==> config.mk <==
export PLATFORM = sky130hd
export DESIGN_NAME = ad4008_readout_ctrl
export DESIGN_NICKNAME = d
export VERILOG_FILES = /design/src/rtl/ad4008_readout_ctrl.sv
export SDC_FILE = /design/constraint.sdc
export NUM_CORES = 1
export LEC_CHECK = 0
export ABC_AREA = 1
export ABC_CLOCK_PERIOD_IN_PS = 4800
export BUFFER_PORTS_ARGS = -buffer_cell sky130_fd_sc_hd__buf_2
export CAP_MARGIN = 20
export CORE_ASPECT_RATIO = 1.2
export CORE_MARGIN = 4
export CORE_UTILIZATION = 60
export DETAILED_ROUTE_END_ITERATION = 7
export PLACE_DENSITY = 0.79
export RECOVER_POWER = 25
export SYNTH_ARGS = -nofsm -noshare
export SYNTH_HDL_FRONTEND = slang
export SYNTH_SLANG_ARGS = --single-unit
export TNS_END_PERCENT = 1
==> constraint.sdc <==
create_clock -name clk -period 4.8 [get_ports clk]
set_input_delay 0.24 -clock clk [delete_from_list [all_inputs] [get_ports clk]]
set_output_delay 0.24 -clock clk [all_outputs]
set_load 0.02 [all_outputs]
==> src/rtl/ad4008_readout_ctrl.sv <==
// ad4008_readout_ctrl
//
// Sequences one AD4008-style SAR ADC over its three-wire interface. The block
// raises cnv and holds it, then waits out the conversion. It then clocks
// ADC_WIDTH sck pulses, shifts sdo in MSB first and presents the result as a
// parallel word with a one-cycle valid strobe. A conversion starts on an
// external trigger or, when SAMPLE_PERIOD_CYCLES > 0, from a free-running
// period timer.
//
// Optional feature macro: AD4008_BUSY_POLL_EN
//   defined   : the conversion wait ends early once a synchronised sdo reads low.
//               If sdo is still high at 2*CONV_CYCLES after cnv rise, the frame
//               aborts (no sample_valid, overrun pulses).
//   undefined : fixed CONV_CYCLES wait; sdo is only looked at while sck is low.
//
// Ports
//   clk          in   system clock
//   rst_n        in   asynchronous active-low reset
//   enable       in   gates new conversion starts
//   trigger      in   single-cycle start request (trigger mode only)
//   sdo          in   ADC serial data
//   cnv          out  ADC convert-start (registered)
//   sck          out  ADC serial clock (registered, idle low)
//   sample_data  out  last captured result
//   sample_valid out  one-cycle strobe, sample_data updated
//   busy         out  high from start acceptance through the sample_valid cycle
//   overrun      out  one-cycle pulse when a start request is dropped

module ad4008_readout_ctrl #(
  parameter int ADC_WIDTH            = 16,
  parameter int CNV_HIGH_CYCLES      = 4,
  parameter int CONV_CYCLES          = 32,
  parameter int SCK_HALF_CYCLES      = 2,
  parameter int SAMPLE_PERIOD_CYCLES = 0
) (
  input  logic                 clk,
  input  logic                 rst_n,
  input  logic                 enable,
  input  logic                 trigger,
  input  logic                 sdo,
  output logic                 cnv,
  output logic                 sck,
  output logic [ADC_WIDTH-1:0] sample_data,
  output logic                 sample_valid,
  output logic                 busy,
  output logic                 overrun
);

  localparam int TW = $clog2(2 * CONV_CYCLES + 1);
  localparam int HW = (SCK_HALF_CYCLES > 1) ? $clog2(SCK_HALF_CYCLES + 1) : 1;
  localparam int BW = $clog2(ADC_WIDTH + 1);
  localparam int PW = (SAMPLE_PERIOD_CYCLES > 1) ? $clog2(SAMPLE_PERIOD_CYCLES) : 1;

  localparam logic [TW-1:0] CNV_LAST   = TW'(CNV_HIGH_CYCLES - 1);
  localparam logic [HW-1:0] HALF_LAST  = HW'(SCK_HALF_CYCLES - 1);
  localparam logic [BW-1:0] BIT_LAST   = BW'(ADC_WIDTH - 1);
  localparam logic [PW-1:0] PER_LAST   = PW'(SAMPLE_PERIOD_CYCLES - 1);
`ifdef AD4008_BUSY_POLL_EN
  localparam logic [TW-1:0] ABORT_LAST = TW'(2 * CONV_CYCLES - 1);
`else
  localparam logic [TW-1:0] CONV_LAST  = TW'(CONV_CYCLES - 1);
`endif

  typedef enum logic [2:0] {
    IDLE, CNV_HIGH, CONV_WAIT, SCK_HI, SCK_LO, DONE
  } state_t;

  state_t                 state_q;
  logic                   cnv_q;
  logic                   sck_q;
  logic                   busy_q;
  logic                   sample_valid_q;
  logic                   overrun_q;
  logic [ADC_WIDTH-1:0]   sample_data_q;
  logic [ADC_WIDTH-1:0]   shift_q;
  logic [TW-1:0]          tcnt_q;     // cycles since cnv rise
  logic [HW-1:0]          hcnt_q;     // cycles within the current sck half-period
  logic [BW-1:0]          bit_q;      // bits captured this frame
  logic [PW-1:0]          period_q;
  logic                   period_wrap_d;
  logic                   start_req_d;
  logic [ADC_WIDTH-1:0]   shift_d;

  // Period timer free-runs while enabled, independent of the frame state.
  assign period_wrap_d = (SAMPLE_PERIOD_CYCLES > 0) && enable && (period_q == PER_LAST);

  always_ff @(posedge clk or negedge rst_n) begin
    if (!rst_n) begin
      period_q <= '0;
    end else if (!enable || (SAMPLE_PERIOD_CYCLES == 0) || period_wrap_d) begin
      period_q <= '0;
    end else begin
      period_q <= period_q + 1'b1;
    end
  end

  assign start_req_d = enable && ((SAMPLE_PERIOD_CYCLES > 0) ? period_wrap_d : trigger);
  assign shift_d     = {shift_q[ADC_WIDTH-2:0], sdo};

`ifdef AD4008_BUSY_POLL_EN
  logic [1:0] sdo_sync_q;
  logic       conv_ready_d;

  always_ff @(posedge clk or negedge rst_n) begin
    if (!rst_n) begin
      sdo_sync_q <= '0;
    end else begin
      sdo_sync_q <= {sdo_sync_q[0], sdo};
    end
  end

  // The ADC holds sdo high while converting and drops it when the result is ready.
  assign conv_ready_d = ~sdo_sync_q[1];
`endif

  always_ff @(posedge clk or negedge rst_n) begin
    if (!rst_n) begin
      state_q        <= IDLE;
      cnv_q          <= 1'b0;
      sck_q          <= 1'b0;
      busy_q         <= 1'b0;
      sample_valid_q <= 1'b0;
      overrun_q      <= 1'b0;
      sample_data_q  <= '0;
      shift_q        <= '0;
      tcnt_q         <= '0;
      hcnt_q         <= '0;
      bit_q          <= '0;
    end else begin
      sample_valid_q <= 1'b0;
      overrun_q      <= start_req_d && (state_q != IDLE);
      unique case (state_q)
        IDLE: begin
          if (start_req_d) begin
            state_q <= CNV_HIGH;
            cnv_q   <= 1'b1;
            busy_q  <= 1'b1;
            tcnt_q  <= '0;
          end
        end
        CNV_HIGH: begin
          tcnt_q <= tcnt_q + 1'b1;
          if (tcnt_q == CNV_LAST) begin
            cnv_q   <= 1'b0;
            state_q <= CONV_WAIT;
          end
        end
        CONV_WAIT: begin
          tcnt_q <= tcnt_q + 1'b1;
`ifdef AD4008_BUSY_POLL_EN
          if (conv_ready_d) begin
            state_q <= SCK_HI;
            sck_q   <= 1'b1;
            hcnt_q  <= '0;
            bit_q   <= '0;
          end else if (tcnt_q == ABORT_LAST) begin
            state_q   <= IDLE;
            busy_q    <= 1'b0;
            overrun_q <= 1'b1;
          end
`else
          if (tcnt_q == CONV_LAST) begin
            state_q <= SCK_HI;
            sck_q   <= 1'b1;
            hcnt_q  <= '0;
            bit_q   <= '0;
          end
`endif
        end
        SCK_HI: begin
          if (hcnt_q == HALF_LAST) begin
            sck_q   <= 1'b0;
            hcnt_q  <= '0;
            state_q <= SCK_LO;
          end else begin
            hcnt_q <= hcnt_q + 1'b1;
          end
        end
        SCK_LO: begin
          if (hcnt_q == HALF_LAST) begin
            hcnt_q  <= '0;
            shift_q <= shift_d;
            bit_q   <= bit_q + 1'b1;
            if (bit_q == BIT_LAST) begin
              // Outputs are registered, so the word and strobe are loaded on
              // entry to DONE and are visible for the DONE cycle itself.
              state_q        <= DONE;
              sample_data_q  <= shift_d;
              sample_valid_q <= 1'b1;
            end else begin
              state_q <= SCK_HI;
              sck_q   <= 1'b1;
            end
          end else begin
            hcnt_q <= hcnt_q + 1'b1;
          end
        end
        DONE: begin
          busy_q  <= 1'b0;
          state_q <= IDLE;
        end
        default: begin
          state_q <= IDLE;
        end
      endcase
    end
  end

  assign cnv          = cnv_q;
  assign sck          = sck_q;
  assign busy         = busy_q;
  assign sample_valid = sample_valid_q;
  assign sample_data  = sample_data_q;
  assign overrun      = overrun_q;

endmodule

==> flow_metrics.env, run 1 <==
export IMPL_cts_setup_buffers=0
export IMPL_synth_area_leaders="dfrtp_1, nand2_1, o21ai_0"
export IMPL_syn_inst=280
export IMPL_design_area_um2=2630
export IMPL_ys_warn_count=0
export IMPL_drv_slew=54
export IMPL_syn_num_nets=288
export IMPL_drc=0
export IMPL_cts_tree="done"
export IMPL_leakage_nw=1.46
export IMPL_place_ws_ns=3.00
export IMPL_synth_seq_area_share_pct=55.5
export IMPL_first_global_vias=1775
export IMPL_path_clk_slew_ns=0.09
export IMPL_yosysTopAreaCell="dfrtp_1"
export IMPL_slew_headroom_pct=-80.6
export IMPL_die_x_um=65.6
export IMPL_powerDensity_nw_per_um2=516
export IMPL_area_growth_pct=10.0
export IMPL_synthArstFlopShare_pct=100
export IMPL_cp_top_family="buffers and inverters"
export IMPL_vias=1899
export IMPL_routed_wl_mm=4.36
export IMPL_grt_pass1_wl_mm=7.71
export IMPL_cp_end_kind="asynchronous set/reset pin"
export IMPL_cts_resized=0
export IMPL_num_rows=24
export IMPL_antenna_cells=0
export IMPL_criticalPathCategory="input pin to asynchronous set/reset pin"
export IMPL_final_core_util_pct=70.6
export IMPL_hp_start="sdo"
export IMPL_drive_gt1_share_pct=13.4
export IMPL_pwr_share_clk_pct=17.8
export IMPL_firstDrtPassIters=5
export IMPL_dp_hpwl_mm=3.12
export IMPL_cts_sinks=53
export IMPL_cp_start_kind="input pin"
export IMPL_timing_hold_ws_ns=0.158
export IMPL_drt_iter0_drc=101
export IMPL_synth_area_um2=2390
export IMPL_global_route_overflow_total=0
export IMPL_grtUsageTotal_pct=19.5
export IMPL_pwr_share_seq_pct=48.6
export IMPL_numPortBuffers=25
export IMPL_worstPathCellList="buf_2, clkbuf_1"
export IMPL_grt_max_degree=54
export IMPL_final_setup_viol_count=0
export IMPL_arrival_ns=2.25
export IMPL_fillers=308
export IMPL_synth_edf_count=0
export IMPL_clock_root_buffer="clkbuf_8"
export IMPL_critPathBufInv=2
export IMPL_synth_top_cell_area_share_pct=55.5
export IMPL_fmax_ghz=0.415
export IMPL_synth_common_cells="nand2_1, dfrtp_1, o21ai_0"
export IMPL_ctsHoldBuffers=0
export IMPL_cp_required_ns=4.64
export IMPL_violations="max-capacitance violations, max-slew violations"
export IMPL_hold_viol=0
export IMPL_synth_area_per_cell_um2=8.53
export IMPL_fp_coreArea_um2=3720
export IMPL_synth_most_common_cell="nand2_1"
export IMPL_finClkSkew_ns=0.00390
export IMPL_critPathSlowestCell="clkbuf_1"
export IMPL_drt_antenna_violating_nets=0
export IMPL_htree_levels=2
export IMPL_start_util_pct=64.2
export IMPL_setup_tns_ns=0
export IMPL_worst_slack_ns=2.39
export IMPL_numCtsBuffers=5
export IMPL_placed_cells=351
export IMPL_switching_share_pct=39.5
export IMPL_internal_power_mw=0.821
export IMPL_via_per_inst=5.29
export IMPL_r2r_start="state_q[1]"
export IMPL_clock_latency_ns=0.30
export IMPL_status="finished, violations left"
export IMPL_switchingPower_mw=0.536
export IMPL_chipHeight_um=77.1
export IMPL_timing_final_crit_share_pct=50.2
export IMPL_synth_flop_cell="dfrtp_1"
export IMPL_cts_path_max_buffers=2
export IMPL_placed_area_um2=2550
export IMPL_power_frac_comb_pct=33.6
export IMPL_worst_slew_pin_slew_ns=2.71
export IMPL_place_congestion=0.916
export IMPL_wire_per_inst_um=12.1
export IMPL_die_area_um2=5060
export IMPL_critPathMaxStageDelay_ns=1.91
export IMPL_critPathLaunch="rst_n"
export IMPL_antenna_found_initial=0
export IMPL_ys_ff_latch=53
export IMPL_grt_setup_unrepaired="false"
export IMPL_hold_path_class="input pin to register"
export IMPL_p_total_mw=1.36
export IMPL_ir_drop_mv=0.306
export IMPL_synth_distinct_cells=26
export IMPL_fin_nets=314
export IMPL_layout_cells_non_filler=359
export IMPL_io_pins=26
export IMPL_crit_fanout=53
export IMPL_min_period_ns=2.41
export IMPL_cap_violations=1
==> sequential cells by signal, summed over array words and instances, names as in the netlist <==
name          cells
sck               1
sample_valid      1
hcnt_q            2
bit_q             5
tcnt_q            7
sample_data      16
shift_q          15
overrun           1
cnv               1
busy              1
state_q           3
==> kinds of logic (layout without fill, tap and decap cells) <==
logic type	Yosys count	count (layout)	share of synthesized area, %
xor+xnor	1	1	0.367
buf+inv	43	70	7.28
simple gates	122	122	22.2
mux	1	1	0.419
compound gates	57	57	12.7
flops	53	53	55.5
fa+ha+maj	3	3	1.57
==> layer usage <==
| layer | GRT usage, % | wire (um) | vias to the layer above |
|---|---|---|---|
| met5 | 0 | 0 | - |
| li1 | - | - | 950 |
| met2 | 33.7 | 2210 | 62 |
| met1 | 23.4 | 1850 | 878 |
| met4 | 6.02 | 71 | 0 |
| met3 | 4.97 | 231 | 9 |
==> worst paths after layout <==
check / end / depth (start not counted) / slack (ns)
min reg2reg: sample_data[6] / 2 / 0.48
min in group asynchronous: tcnt_q[3] / 2 / 0.88
max in group clk: sample_data[5] / 7 / 3.02
min: sample_data[0] / 3 / 0.16
max reg2reg: sample_data[5] / 7 / 3.02
max: sample_data[1] / 2 / 2.39
==> power groups by stage <==
stage               sequential (mW)  clock, mW  combinational, mW
floorplan                     0.662          0              0.340
global placement              0.663          0              0.441
detailed placement            0.669          0              0.457
CTS                           0.660      0.246              0.460
global route                  0.675      0.271              0.534
finish                        0.660      0.241              0.456
==> layout make-up <==
type	count	area, um2	area share [%]
timing repair buffer	26	129	4.90
tap	52	65.1	2.48
clock inverter	1	7.51	0.286
clock buffer	7	76.3	2.90
inverter	36	135	5.14
multi-input combinational	184	890	33.8
sequential	53	1330	50.5
==> layout by cell type, fill, tap and decap left out, types with 3 or more instances in the layout <==
| cell type | count |
|---|---|
| inv_2 | 4 |
| nand2_1 | 73 |
| o21ai_0 | 35 |
| nand4_1 | 3 |
| o21ai_1 | 3 |
| a21oi_1 | 13 |
| o21bai_1 | 3 |
| dfrtp_1 | 53 |
| nand3_1 | 19 |
| ha_1 | 3 |
| buf_2 | 25 |
| clkbuf_8 | 5 |
| clkbuf_1 | 3 |
| inv_1 | 32 |
| nor2_1 | 22 |
Note: power is estimated with default switching activity, not from simulation.
==> inputs of run 2 (changes only) <==
--- a/config.mk
+++ b/config.mk
@@ -6,14 +6,14 @@
 export NUM_CORES = 1
 export LEC_CHECK = 0
 export ABC_AREA = 1
-export ABC_CLOCK_PERIOD_IN_PS = 4800
+export ABC_CLOCK_PERIOD_IN_PS = 2000
 export BUFFER_PORTS_ARGS = -buffer_cell sky130_fd_sc_hd__buf_2
 export CAP_MARGIN = 20
 export CORE_ASPECT_RATIO = 1.2
 export CORE_MARGIN = 4
-export CORE_UTILIZATION = 60
+export CORE_UTILIZATION = 52
 export DETAILED_ROUTE_END_ITERATION = 7
-export PLACE_DENSITY = 0.79
+export PLACE_DENSITY = 0.73
 export RECOVER_POWER = 25
 export SYNTH_ARGS = -nofsm -noshare
 export SYNTH_HDL_FRONTEND = slang
==> constraint.sdc (replaced) <==
create_clock -name clk -period 2 [get_ports clk]
set_input_delay 0.1 -clock clk [delete_from_list [all_inputs] [get_ports clk]]
set_output_delay 0.1 -clock clk [all_outputs]
set_load 0.02 [all_outputs]
==> flow_metrics.env, run 2 (synthesis gave the netlist of run 1 again) <==
export IMPL_grt_setup_unrepaired="false"
export IMPL_fin_nets=318
export IMPL_critPathMaxStageDelay_ns=0.45
export IMPL_critPathMostFrequentCell="nand2_1"
export IMPL_finClkSkew_ns=0.00329
export IMPL_hold_path_class="input pin to register"
export IMPL_timing_hold_ws_ns=0.0512
export IMPL_numPortBuffers=25
export IMPL_drive_gt1_share_pct=14.5
export IMPL_cap_violations=0
export IMPL_slew_headroom_pct=31.1
export IMPL_layout_cells_non_filler=367
export IMPL_antenna_cells=0
export IMPL_num_rows=26
export IMPL_leakage_nw=1.48
export IMPL_largest_register_ffs=16
export IMPL_area_growth_pct=11.9
export IMPL_drv_slew=0
export IMPL_cts_path_max_buffers=2
export IMPL_worstPathCellList="inv_2, nand2_1, nor2_4, nand3_4, buf_4, o21ai_0, nand2_1"
export IMPL_arrival_ns=1.90
export IMPL_cp_end_kind="register"
export IMPL_critPathSlowestCell="dfrtp_1"
export IMPL_cts_tree="done"
export IMPL_placed_cells=357
export IMPL_clock_root_buffer="clkbuf_8"
export IMPL_die_x_um=69.9
export IMPL_hold_viol=0
export IMPL_min_period_ns=1.70
export IMPL_grtUsageTotal_pct=17.9
export IMPL_numCtsBuffers=5
export IMPL_dp_hpwl_mm=3.24
export IMPL_setup_tns_ns=0
export IMPL_drc=0
export IMPL_antenna_found_initial=0
export IMPL_htree_levels=2
export IMPL_fmax_ghz=0.587
export IMPL_global_route_overflow_total=0
export IMPL_chipHeight_um=82.3
export IMPL_clock_latency_ns=0.31
export IMPL_routed_wl_mm=4.39
export IMPL_place_congestion=0.842
export IMPL_final_setup_viol_count=0
export IMPL_powerDensity_nw_per_um2=1230
export IMPL_start_util_pct=54.8
export IMPL_cp_required_ns=2.20
export IMPL_fp_coreArea_um2=4360
export IMPL_criticalPathCategory="register to register"
export IMPL_path_clk_slew_ns=0.09
export IMPL_drt_antenna_violating_nets=0
export IMPL_io_pins=26
export IMPL_crit_fanout=30
export IMPL_timing_final_crit_share_pct=85.1
export IMPL_cts_setup_buffers=0
export IMPL_vias=1895
export IMPL_switchingPower_mw=1.30
export IMPL_final_common_cell="nand2_1"
export IMPL_firstDrtPassIters=4
export IMPL_internal_power_mw=1.98
export IMPL_pwr_share_seq_pct=48.4
export IMPL_worst_slew_pin_slew_ns=1.03
export IMPL_cts_sinks=53
export IMPL_grt_pass1_wl_mm=8.12
export IMPL_drt_iter0_drc=177
export IMPL_switching_share_pct=39.6
export IMPL_grt_max_degree=31
export IMPL_power_frac_comb_pct=33.3
export IMPL_die_area_um2=5750
export IMPL_via_per_inst=5.16
export IMPL_wire_per_inst_um=12.0
export IMPL_final_cell_mix="nand2_1, dfrtp_1, o21ai_0"
export IMPL_status="completed"
export IMPL_cp_start_kind="register"
export IMPL_pwr_share_clk_pct=18.3
export IMPL_ir_drop_mv=0.845
export IMPL_first_global_vias=1858
[run 2: cell types whose count changed in the layout (fill, tap and decap cells not counted), sizes merged]
cell and change:
buf +1, clkbuf -1, clkinv +1, dlygate4sd3 +2, inv +1
[run 2: worst paths after layout]
| kind | slack [ns] | start | endpoint | depth (start not counted) |
|---|---|---|---|---|
| setup / recovery | 0.30 | state_q[1] | sample_data[13] | 7 |
| max in group asynchronous | 0.64 | rst_n | sample_data[15] | 3 |
| hold reg to reg | 0.49 | shift_q[0] | sample_data[1] | 2 |
| hold / removal | 0.05 | trigger | overrun | 3 |
| setup reg to reg | 0.30 | state_q[1] | sample_data[13] | 7 |
| min in group asynchronous | 0.48 | rst_n | tcnt_q[4] | 2 |
[run 2: layout make-up]
class,count,area (um2)
clock buffers,5,68.8
multi-input cells,184,890
fillers,407,1680
flip-flops and latches,53,1330
repair buffers,30,164
inverters,36,135
well taps,56,70.1
clock inverters,3,21.3
[run 2: through the flow]
stage / utilization, % / instance area, um2 / setup slack [ns] / total power [mW]
final: 61.4 / 2680 / 0.298 / 3.28
after global routing: 61.4 / 2680 / 0.0378 / 3.60
after CTS: 61.5 / 2680 / 0.294 / 3.32
after detailed placement: 58.9 / 2570 / 0.308 / 2.71
after global placement: 58.9 / 2570 / 0.380 / 2.66
after floorplan: - / 2390 / 0.498 / 2.41
[run 2: power by group through the flow]
stage / Combinational, mW / Sequential (mW) / Clock (mW)
2_1_floorplan: 0.817 / 1.59 / 0
3_3_place_gp: 1.07 / 1.59 / 0
3_5_place_dp: 1.10 / 1.61 / 0
4_1_cts: 1.11 / 1.59 / 0.629
5_1_grt: 1.29 / 1.63 / 0.676
6_report: 1.09 / 1.59 / 0.599
[run 2: worst max-delay path: cells and delay by family, from the launching register on]
kind	cells	cell delay (ns)
buf+inv	2	0.42
compound gates	1	0.17
simple gates	4	0.55
flops	1	0.45
[run 2: what timing repair did]
item	in CTS	in global routing
gates resized for setup	0	0
endpoints found under the setup margin	0	0
endpoints found under the hold margin	19	0
hold buffers	2	0
[run 2: per-layer routing]
| metal | up-vias | routed length (um) | global-route usage (%) |
|---|---|---|---|
| met5 | - | 0 | 0 |
| met4 | 0 | 108 | 9.00 |
| met3 | 10 | 155 | 3.87 |
| met2 | 29 | 2210 | 31.1 |
| met1 | 901 | 1920 | 21.2 |
| li1 | 955 | - | - |
